--- src/rtl/rsa_skew_feeder.sv ---
// rsa_skew_feeder
//   Upstream stage of the systolic PE array. Accepts one k-slice per cycle
//   (column k of A, row k of B), applies the diagonal skew the array needs
//   and produces per-column calculation-enable / calculation-done strobes.
//   A job starts with a start pulse in IDLE and is fed slice by slice. It
//   ends on in_last or after L slices, whichever comes first. The feeder then
//   drains until the slowest lane has emitted its last strobe.
//
// Ports
//   clk, sys_rst           clock, asynchronous active-high reset
//   start                  job start pulse (only honoured in IDLE)
//   in_valid/in_ready      slice handshake; in_last marks the final slice
//   in_A  [X*RSA_DW]       A column k, lane i = [i*RSA_DW +: RSA_DW]
//   in_B  [Y*RSA_DW]       B row k,    lane j = [j*RSA_DW +: RSA_DW]
//   A_data, B_data         skewed data to the array
//   new_cal_en[Y]          per-column valid strobe
//   new_cal_done[Y]        per-column last-element strobe
//   busy                   high while feeding or draining
//   done                   one-cycle job-complete pulse
//   len_err                sticky: L slices accepted without in_last
module rsa_skew_feeder #(
  parameter int X      = 4,
  parameter int Y      = 4,
  parameter int L      = 4,
  parameter int RSA_DW = 16
) (
  input  logic                clk,
  input  logic                sys_rst,
  input  logic                start,
  input  logic                in_valid,
  output logic                in_ready,
  input  logic                in_last,
  input  logic [X*RSA_DW-1:0] in_A,
  input  logic [Y*RSA_DW-1:0] in_B,
  output logic [X*RSA_DW-1:0] A_data,
  output logic [Y*RSA_DW-1:0] B_data,
  output logic [Y-1:0]        new_cal_en,
  output logic [Y-1:0]        new_cal_done,
  output logic                busy,
  output logic                done,
  output logic                len_err
);

  localparam int D  = (X > Y) ? X : Y;
  localparam int KW = $clog2(L + 1);
  localparam int CW = (D > 1) ? $clog2(D) : 1;
  localparam logic [KW-1:0] K_LAST     = KW'(L - 1);
  localparam logic [CW-1:0] DRAIN_INIT = CW'(D - 1);
  localparam int BW = RSA_DW + 2;   // B lane bundle: {last, valid, data}

  typedef enum logic [1:0] {IDLE, FEED, DRAIN} state_t;

  state_t        state_reg, state_next;
  logic [KW-1:0] k_reg, k_next;
  logic [CW-1:0] cnt_reg, cnt_next;
  logic          len_err_reg, len_err_next;
  logic          busy_reg;
  logic          done_reg, done_next;

  logic          accept;
  logic          slot_last;

  // Slot register: the slot captured at the acceptance edge. Bubbles and
  // idle cycles load zeros so invalid slots never carry data.
  logic [X*RSA_DW-1:0] slot_a_reg;
  logic [Y*RSA_DW-1:0] slot_b_reg;
  logic                slot_valid_reg;
  logic                slot_last_reg;

  assign in_ready  = (state_reg == FEED);
  assign accept    = in_valid && in_ready;
  // The L-th slice terminates the job even without in_last.
  assign slot_last = accept && (in_last || (k_reg == K_LAST));

  always_comb begin
    state_next   = state_reg;
    k_next       = k_reg;
    cnt_next     = cnt_reg;
    len_err_next = len_err_reg;
    done_next    = 1'b0;
    case (state_reg)
      IDLE: begin
        if (start) begin
          state_next   = FEED;
          k_next       = '0;
          len_err_next = 1'b0;
        end
      end
      FEED: begin
        if (accept) begin
          k_next = k_reg + KW'(1);
          if ((k_reg == K_LAST) && !in_last) len_err_next = 1'b1;
          if (slot_last) begin
            state_next = DRAIN;
            cnt_next   = DRAIN_INIT;
          end
        end
      end
      DRAIN: begin
        // D-1 drain cycles put done on the same edge as the slowest lane's
        // last strobe.
        if (cnt_reg == '0) begin
          state_next = IDLE;
          done_next  = 1'b1;
        end else begin
          cnt_next = cnt_reg - CW'(1);
        end
      end
      default: state_next = IDLE;
    endcase
  end

  always_ff @(posedge clk or posedge sys_rst) begin
    if (sys_rst) begin
      state_reg      <= IDLE;
      k_reg          <= '0;
      cnt_reg        <= '0;
      len_err_reg    <= 1'b0;
      busy_reg       <= 1'b0;
      done_reg       <= 1'b0;
      slot_a_reg     <= '0;
      slot_b_reg     <= '0;
      slot_valid_reg <= 1'b0;
      slot_last_reg  <= 1'b0;
    end else begin
      state_reg      <= state_next;
      k_reg          <= k_next;
      cnt_reg        <= cnt_next;
      len_err_reg    <= len_err_next;
      busy_reg       <= (state_next != IDLE);
      done_reg       <= done_next;
      slot_a_reg     <= accept ? in_A : '0;
      slot_b_reg     <= accept ? in_B : '0;
      slot_valid_reg <= accept;
      slot_last_reg  <= slot_last;
    end
  end

  assign busy    = busy_reg;
  assign done    = done_reg;
  assign len_err = len_err_reg;

  // A lane i: slot delayed by i+1 further registers.
  genvar gi;
  generate
    for (gi = 0; gi < X; gi++) begin : g_a_lane
      logic [RSA_DW-1:0] a_sr_reg [0:gi];
      always_ff @(posedge clk or posedge sys_rst) begin
        if (sys_rst) begin
          for (int s = 0; s <= gi; s++) a_sr_reg[s] <= '0;
        end else begin
          a_sr_reg[0] <= slot_a_reg[gi*RSA_DW +: RSA_DW];
          for (int s = 1; s <= gi; s++) a_sr_reg[s] <= a_sr_reg[s-1];
        end
      end
      assign A_data[gi*RSA_DW +: RSA_DW] = a_sr_reg[gi];
    end

    // B column j: data, valid and last travel together through j+1 registers.
    for (gi = 0; gi < Y; gi++) begin : g_b_lane
      logic [BW-1:0] b_sr_reg [0:gi];
      always_ff @(posedge clk or posedge sys_rst) begin
        if (sys_rst) begin
          for (int s = 0; s <= gi; s++) b_sr_reg[s] <= '0;
        end else begin
          b_sr_reg[0] <= {slot_last_reg, slot_valid_reg, slot_b_reg[gi*RSA_DW +: RSA_DW]};
          for (int s = 1; s <= gi; s++) b_sr_reg[s] <= b_sr_reg[s-1];
        end
      end
      assign B_data[gi*RSA_DW +: RSA_DW] = b_sr_reg[gi][RSA_DW-1:0];
      assign new_cal_en[gi]              = b_sr_reg[gi][RSA_DW];
      assign new_cal_done[gi]            = b_sr_reg[gi][RSA_DW+1];
    end
  endgenerate

endmodule

--- config.mk ---
export PLATFORM = sky130hd
export DESIGN_NAME = rsa_skew_feeder
export DESIGN_NICKNAME = d
export VERILOG_FILES = /design/src/rtl/rsa_skew_feeder.sv
export SDC_FILE = /design/constraint.sdc
export NUM_CORES = 1
export LEC_CHECK = 0
export BUFFER_PORTS_ARGS = -buffer_cell sky130_fd_sc_hd__buf_2
export CAP_MARGIN = 5
export CELL_PAD_IN_SITES_DETAIL_PLACEMENT = 0
export CELL_PAD_IN_SITES_GLOBAL_PLACEMENT = 1
export CORE_MARGIN = 5
export CORE_UTILIZATION = 30
export DETAILED_ROUTE_END_ITERATION = 10
export PLACE_DENSITY = 0.64
export SLEW_MARGIN = 20
export SYNTH_ARGS = -nofsm -noshare
export SYNTH_HDL_FRONTEND = slang
export SYNTH_SLANG_ARGS = --single-unit
--- constraint.sdc ---
create_clock -name clk -period 19.67 [get_ports clk]
set_clock_uncertainty 0.05 [all_clocks]
set_input_delay 2.9505 -clock clk [delete_from_list [all_inputs] [get_ports clk]]
set_output_delay 2.9505 -clock clk [all_outputs]
set_load 0.01 [all_outputs]
**After elaboration in Yosys (flattened, before gate mapping)**

Index checks and enable logic that the tools add are counted.

- Flip-flop bits (word level): 480
- Output and inout bits: 140
- Input port bits: 133
- Logic and storage cells: 73

- Muxes and demuxes: 20
- Equality and inequality tests: 8
- Reduce and logical (&&, ||, !) cells: 13
- Add/subtract/negate cells: 2

Operators by type and width:

| cell | count |
|---|---|
| $mux 64 | 2 |
| $mux 2 | 7 |
| $reduce_and 4->1 | 2 |
| $mux 3 | 2 |
| $ne 2x1->1 const B | 3 |
| $pmux 2 s3 | 1 |
| $pmux 3 s2 | 1 |
| $reduce_bool 2->1 | 3 |
| $mux 1 | 5 |
| $logic_not 2->1 | 2 |
| $ne 2x2->1 const B | 2 |
| $pmux 2 s2 | 1 |
| $add 3x1->3 const B | 1 |
| $eq 3x2->1 const B | 1 |
| $logic_and 1x1->1 | 3 |
| $reduce_and 3->1 | 1 |
| $eq 2x1->1 const B | 1 |
| $eq 2x2->1 const B | 1 |
| $pmux 1 s2 | 1 |
| $sub 2x1->2 const B | 1 |
| $logic_not 1->1 | 1 |
| $logic_or 1x1->1 | 1 |

**Longest topological paths before layout**

Gate-level depths: netlist of run 1.

- Depth after elaboration: 7
- Mapped depth: 5
- Gate-level depth less buffers: 5

**Worst setup path after synthesis of run 1**

No wires, ideal clock.

- Path type: input to register
- From: input in_valid
- To: register k_reg[0]
- Cell stages on the path: 5
- Setup slack: 15.853 ns
- Arrival: 3.642 ns
- Path through: and3b_1 -> buf_6 -> buf_8 -> a21oi_2 -> mux2_2

- Cells in the longest elaborated chain, start to end: 3

Ends and longest elaborated chain:

| element | RTL line | RTL |
|---|---|---|
| start: declaration | 30 | `input logic in_valid,` |
| $logic_and 1x1->1 | 71 | `assign accept = in_valid && in_ready;` |
| $ne 2x1->1 (no source line) | - |  |
| $reduce_and 3->1 (no source line) | - |  |
| end signal: assignment | 127 | `k_reg <= k_next;` |
| end: declaration | 54 | `logic [KW-1:0] k_reg, k_next;` |

Every way passes these cells.
A chain may end at the register's enable or synchronous reset.

==> flow_summary.json, run 1 <==
{
  "synth-main-ff-cell": "dfrtp_1",
  "core_area_um2": 45190,
  "die_y_um": 223.1,
  "crit_path_max_fanout": 92,
  "yosys_register_bits": 468,
  "regArea_um2": 11710,
  "clock.fmax_ghz": 0.2111,
  "antenna_found_initial": 10,
  "synth_seq_area_share": 0.8595,
  "vias_per_cell": 3.648,
  "syn-num-nets": 884,
  "routed_wirelength_mm": 23.60,
  "drt-initial-drc-count": 392,
  "synth_commonest_cells": "468 x dfrtp_1, 128 x and2_1, 104 x buf_4",
  "cp-start-kind": "primary input",
  "io_pins": 273,
  "grt_pass1_vias": 6348,
  "tns_ns": 0,
  "grt_overflow": 0,
  "end_kind": "async pin",
  "power_w": 0.002348,
  "grtUsageTotal": 0.09587,
  "yosysTopAreaCell": "dfrtp_1",
  "grt_pass1_wl_mm": 37.25,
  "synth_cells": 748,
  "synth_top_cell_area_share": 0.8595,
  "cts.sinks": 468,
  "clock_latency_ns": 0.56,
  "slew_viol_final": 0,
  "drt_first_pass_iters": 4,
  "cts.path.max_buffers": 3,
  "largest_register_ffs": 116,
  "rows": 78,
  "ctsHoldBuffers": 0,
  "gp_congestion": 0.7296,
  "cp.required_ns": 20.20,
  "rsz0062_at_grt": "no",
  "grt_max_degree": 180,
  "fillCellCount": 4235,
  "drc_errors": 0,
  "p_per_area_nw_per_um2": 141.2,
  "setup_viol": 0,
  "path_clk_slew_ns": 0.06,
  "areaGrowthSynthToFinish_pct": 22.01,
  "routedWlPerCell_um": 14.78,
  "status": "completed",
  "multi_input_area_um2": 997.2,
  "root_buffer": "clkbuf_16",
  "tightest_slew_ns": 0.9073,
  "max_slew_margin": 0.3951,
  "ant_nets": 0,
  "numCtsBuffers": 48,
  "synth_enable_flop_cells": 0,
  "dieWidth_um": 223.1,
  "start_util": 0.3015,
  "dp_hpwl_mm": 15.31,
  "drive_above_1_share": 0.3662,
  "route.vias.total": 5826,
  "synth_area_um2": 13630,
  "p_leak_nw": 8.947,
  "yosysMostFrequentCell": "dfrtp_1",
  "hold_ws_ns": 0.2898,
  "syn_area_per_cell_um2": 18.22,
  "post-route-period-util": 0.2408,
  "crit_type": "primary input to async pin",
  "cts_tree": "built",
  "cts_setup_buffers": 0,
  "period_needed_ns": 4.737,
  "finalHoldViolations": 0,
  "cap_violations": 0,
  "synthArstFlopShare": 1.000,
  "layout.nets": 1093,
  "ys_warn_count": 0,
  "portBuffers": 272,
  "hold_class": "flop to flop",
  "die_area_um2": 49780,
  "peakVddDrop_v": 0.00006417,
  "post_cts_resized": 0,
  "htreeDepth": 2,
  "arrival_ns": 5.27,
  "synth.area.top_cells": "dfrtp_1 86%, and2_1 5.9%, buf_4 5.7%",
  "synth_cell_types": 25
}
-- routing by layer --
metal / track usage / vias up / share of wire
li1: - / 2626 / -
met1: 0.1196 / 2958 / 0.39
met2: 0.1464 / 161 / 0.48
met3: 0.04132 / 67 / 0.085
met4: 0.04130 / 14 / 0.034
met5: 0 / - / 0.0040
-- power by group --
group | internal, W | total [W] | switching (W) | leakage, nW
Sequential | 0.00115 | 0.00120 | 0.0000530 | 6.31
Combinational | 0.0000875 | 0.000215 | 0.000128 | 1.81
Clock | 0.000571 | 0.000932 | 0.000360 | 0.824
Total | 0.00181 | 0.00235 | 0.000541 | 8.95
-- cell families (layout without fill, tap and decap cells) --
logic type               Yosys count  in the layout  synth area share
AND/OR/NAND/NOR                  141            141           0.06400
flip-flops                       468            468            0.8595
AO/OA/AOI/OAI                      9              9          0.005326
buffers and inverters            126            372           0.06758
other                              0              3                 0
adder cells (fa/ha/maj)            3              3          0.002755
multiplexers                       1              1         0.0008264
-- stage by stage --
step | cell area (um^2) | util | worst slack [ns] | cells
floorplan | 13630 | - | 3.617 | 748
global placement | 14900 | 0.3297 | 13.99 | 1505
detailed placement | 14900 | 0.3297 | 13.93 | 1505
CTS | 16560 | 0.3665 | 14.55 | 1592
global route | 16620 | 0.3679 | 14.48 | 1596
finish | 16620 | 0.3679 | 14.93 | 1597
-- worst paths after layout --
check                                              start                        to  slack, ns  depth (start not counted)
worst min-delay path            g_b_lane[3].b_sr_reg[40]  g_b_lane[3].b_sr_reg[22]       0.29                          0
worst min register to register  g_b_lane[3].b_sr_reg[40]  g_b_lane[3].b_sr_reg[22]       0.29                          0
min in group asynchronous                        sys_rst            slot_b_reg[60]       2.34                          2
max in group clk                            state_reg[0]                  in_ready      15.33                          2
worst max register to register              state_reg[1]                  k_reg[0]      17.27                          4
worst max-delay path                             sys_rst   g_b_lane[0].b_sr_reg[6]      14.93                          6
-- layout make-up --
type | count | area share
Clock inverter | 22 | 0.01739
Clock buffer | 65 | 0.08279
Inverter | 7 | 0.002032
Multi-Input combinational cell | 154 | 0.05998
Timing Repair Buffer | 278 | 0.08775
Antenna cell | 3 | 0.0004516
Sequential cell | 468 | 0.7044
Tap cell | 600 | 0.04516
-- critical path, stage by stage --
cell	delay, ns
buf_2	0.13
inv_8	0.26
buf_16	0.38
buf_4	0.38
buf_16	0.31
buf_4	0.71
-- cell usage in the layout (no fill, tap or decap), drive strengths merged --
cell      synthesis  routed
ha                3       3
nor2b             1       1
dfrtp           468     468
and2            128     128
and3b             2       2
clkbuf            7      65
nand2             2       2
nor3              1       1
mux2              1       1
a22oi             1       1
clkinv            0      10
diode             0       3
o211a             1       1
a32o              1       1
nor3b             1       1
a21oi             2       2
bufinv            0       6
nor2              5       5
buf             112     278
or3b              1       1
inv               7      12
o21ai             2       2
a22o              2       2
clkinvlp          0       1
Power figures use the tool's default switching activity.
==> inputs of run 2 (changes only) <==
==> constraint.sdc (replaced) <==
create_clock -name clk -period 4.8 [get_ports clk]
set_clock_uncertainty 0.05 [all_clocks]
set_input_delay 0.72 -clock clk [delete_from_list [all_inputs] [get_ports clk]]
set_output_delay 0.72 -clock clk [all_outputs]
set_load 0.01 [all_outputs]
==> run 2 against run 1 <==
- clock-buffer cell count rose by 5
- worst setup slack got worse by 12 ns
- design area fell by 0.83%
- combinational power rose to 4.1 times the previous value
- non-clock buffer count did not move
- clock power rose to 3.8 times the previous value
- critical path type is now flop to flop
- largest cell class unchanged
==> flow_summary.json, run 2 (synthesized netlist as in run 1, its figures left out) <==
{
  "status": "completed",
  "core_area_um2": 45190,
  "rsz0062_at_grt": "no",
  "portBuffers": 272,
  "finalHoldViolations": 0,
  "p_leak_nw": 8.872,
  "grt_util_met3": 0.03855,
  "final_common_cell": "dfrtp_1",
  "grt_pass1_wl_mm": 37.69,
  "cpPeakStageDelay_ns": 0.88,
  "vias_per_cell": 3.639,
  "worst_path_max_delay_cell": "and3b_4",
  "path_cells": "and3b_4, buf_4, and2_1",
  "path_buf_inv": 1,
  "use_met2": 0.1500,
  "tightest_slew_ns": 0.8909,
  "final_cell_mix": "468 x dfrtp_1, 272 x buf_2, 128 x and2_1, 49 x clkbuf_16, 11 x clkbuf_1",
  "cts.path.max_buffers": 3,
  "crit_path_max_fanout": 84,
  "grt_pass1_vias": 6511,
  "route.vias.total": 5804,
  "hold_class": "primary input to async pin",
  "max_slew_margin": 0.4060,
  "drt_first_pass_iters": 3,
  "grt_max_degree": 137,
  "layout.nets": 1093,
  "stdcell_count": 1595,
  "slew_viol_final": 0,
  "drt-initial-drc-count": 386,
  "cap_violations": 0,
  "post_cts_resized": 0,
  "post-route-period-util": 0.4607,
  "arrival_ns": 2.66,
  "cp-start-kind": "flop",
  "die_y_um": 223.1,
  "setup_viol": 0,
  "path_clk_slew_ns": 0.06,
  "tns_ns": 0,
  "finish.utilization": 0.3649,
  "top_usage_layer": "met2",
  "root_buffer": "clkbuf_16",
  "routedWlPerCell_um": 14.79,
  "use_met1": 0.1199,
  "grtUsageTotal": 0.09671,
  "start_util": 0.3015,
  "antenna_found_initial": 9,
  "p_per_area_nw_per_um2": 567.0,
  "cts_setup_buffers": 0,
  "clock_latency_ns": 0.56,
  "period_needed_ns": 2.212,
  "clock.fmax_ghz": 0.4522,
  "io_pins": 273,
  "numCtsBuffers": 48,
  "dp_cells": 1507,
  "cts.sinks": 468,
  "crit_type": "flop to flop",
  "place_area_um2": 14950,
  "htreeDepth": 2,
  "cp.required_ns": 5.25,
  "routed_wirelength_mm": 23.59,
  "largest_register_ffs": 116,
  "dieWidth_um": 223.1,
  "drc_errors": 0,
  "cts_tree": "built",
  "ctsHoldBuffers": 0,
  "gp_congestion": 0.7331,
  "die_area_um2": 49780,
  "grt_overflow": 0,
  "dp_hpwl_mm": 15.86,
  "critPathTopFamily": "simple AND/OR/NAND/NOR gates",
  "end_kind": "flop",
  "drive_above_1_share": 0.3609,
  "design_area_um2": 16490,
  "ant_nets": 0,
  "areaGrowthSynthToFinish_pct": 21.00,
  "rows": 78,
  "peakVddDrop_v": 0.0003047
}
[run 2: cell count changes in the layout (fill, tap and decap cells not counted), moves of 2 or more]
cell       change
buf_12         +3
buf_16         -2
bufinv_16      -5
clkbuf_1       +4
clkinv_2       -2
clkinv_4       +2
inv_6          -2
[run 2: power breakdown]
group | total (W) | switching, W | internal, W | leakage (nW)
combinational | 0.000885 | 0.000527 | 0.000359 | 1.80
sequential | 0.00492 | 0.000217 | 0.00470 | 6.31
clock | 0.00354 | 0.00145 | 0.00209 | 0.757
total | 0.00935 | 0.00220 | 0.00715 | 8.87
[run 2: layout make-up]
class,instances,area [um^2]
fillers,4278,28700
flip-flops and latches,468,11710
repair buffers,278,1456
clock buffers,70,1405
multi-input cells,154,997.2
well taps,600,750.7
clock inverters,15,128.9
inverters,7,30.03
diodes,3,7.507
[run 2: final timing paths]
path,start,end,slack [ns],depth (start not counted)
setup / recovery,state_reg[1],slot_a_reg[43],2.59,3
hold / removal,sys_rst,A_data[51],0.20,2
setup reg to reg,state_reg[1],slot_a_reg[43],2.59,3
hold reg to reg,g_b_lane[3].b_sr_reg[22],B_data[52],0.29,0
max in group asynchronous,sys_rst,B_data[53],3.42,3
min in group clk,g_b_lane[3].b_sr_reg[22],B_data[52],0.29,0
[run 2: routing by layer]
layer | routed length, um | vias up
met5 | 76 | -
met4 | 936 | 12
met3 | 1799 | 66
met2 | 11310 | 163
met1 | 9465 | 2941
li1 | - | 2622
[run 2: stage by stage]
| step | power [W] | hold slack, ns | setup WS (ns) |
|---|---|---|---|
| final | 0.009348 | 0.1955 | 2.588 |
| after global routing | 0.009857 | 0.2028 | 2.362 |
| after CTS | 0.009555 | 0.1670 | 2.488 |
| after detailed placement | 0.005929 | 0.2847 | 2.247 |
| after global placement | 0.005877 | 0.2812 | 2.292 |
| after floorplan | 0.005702 | 0.2812 | -2.307 |
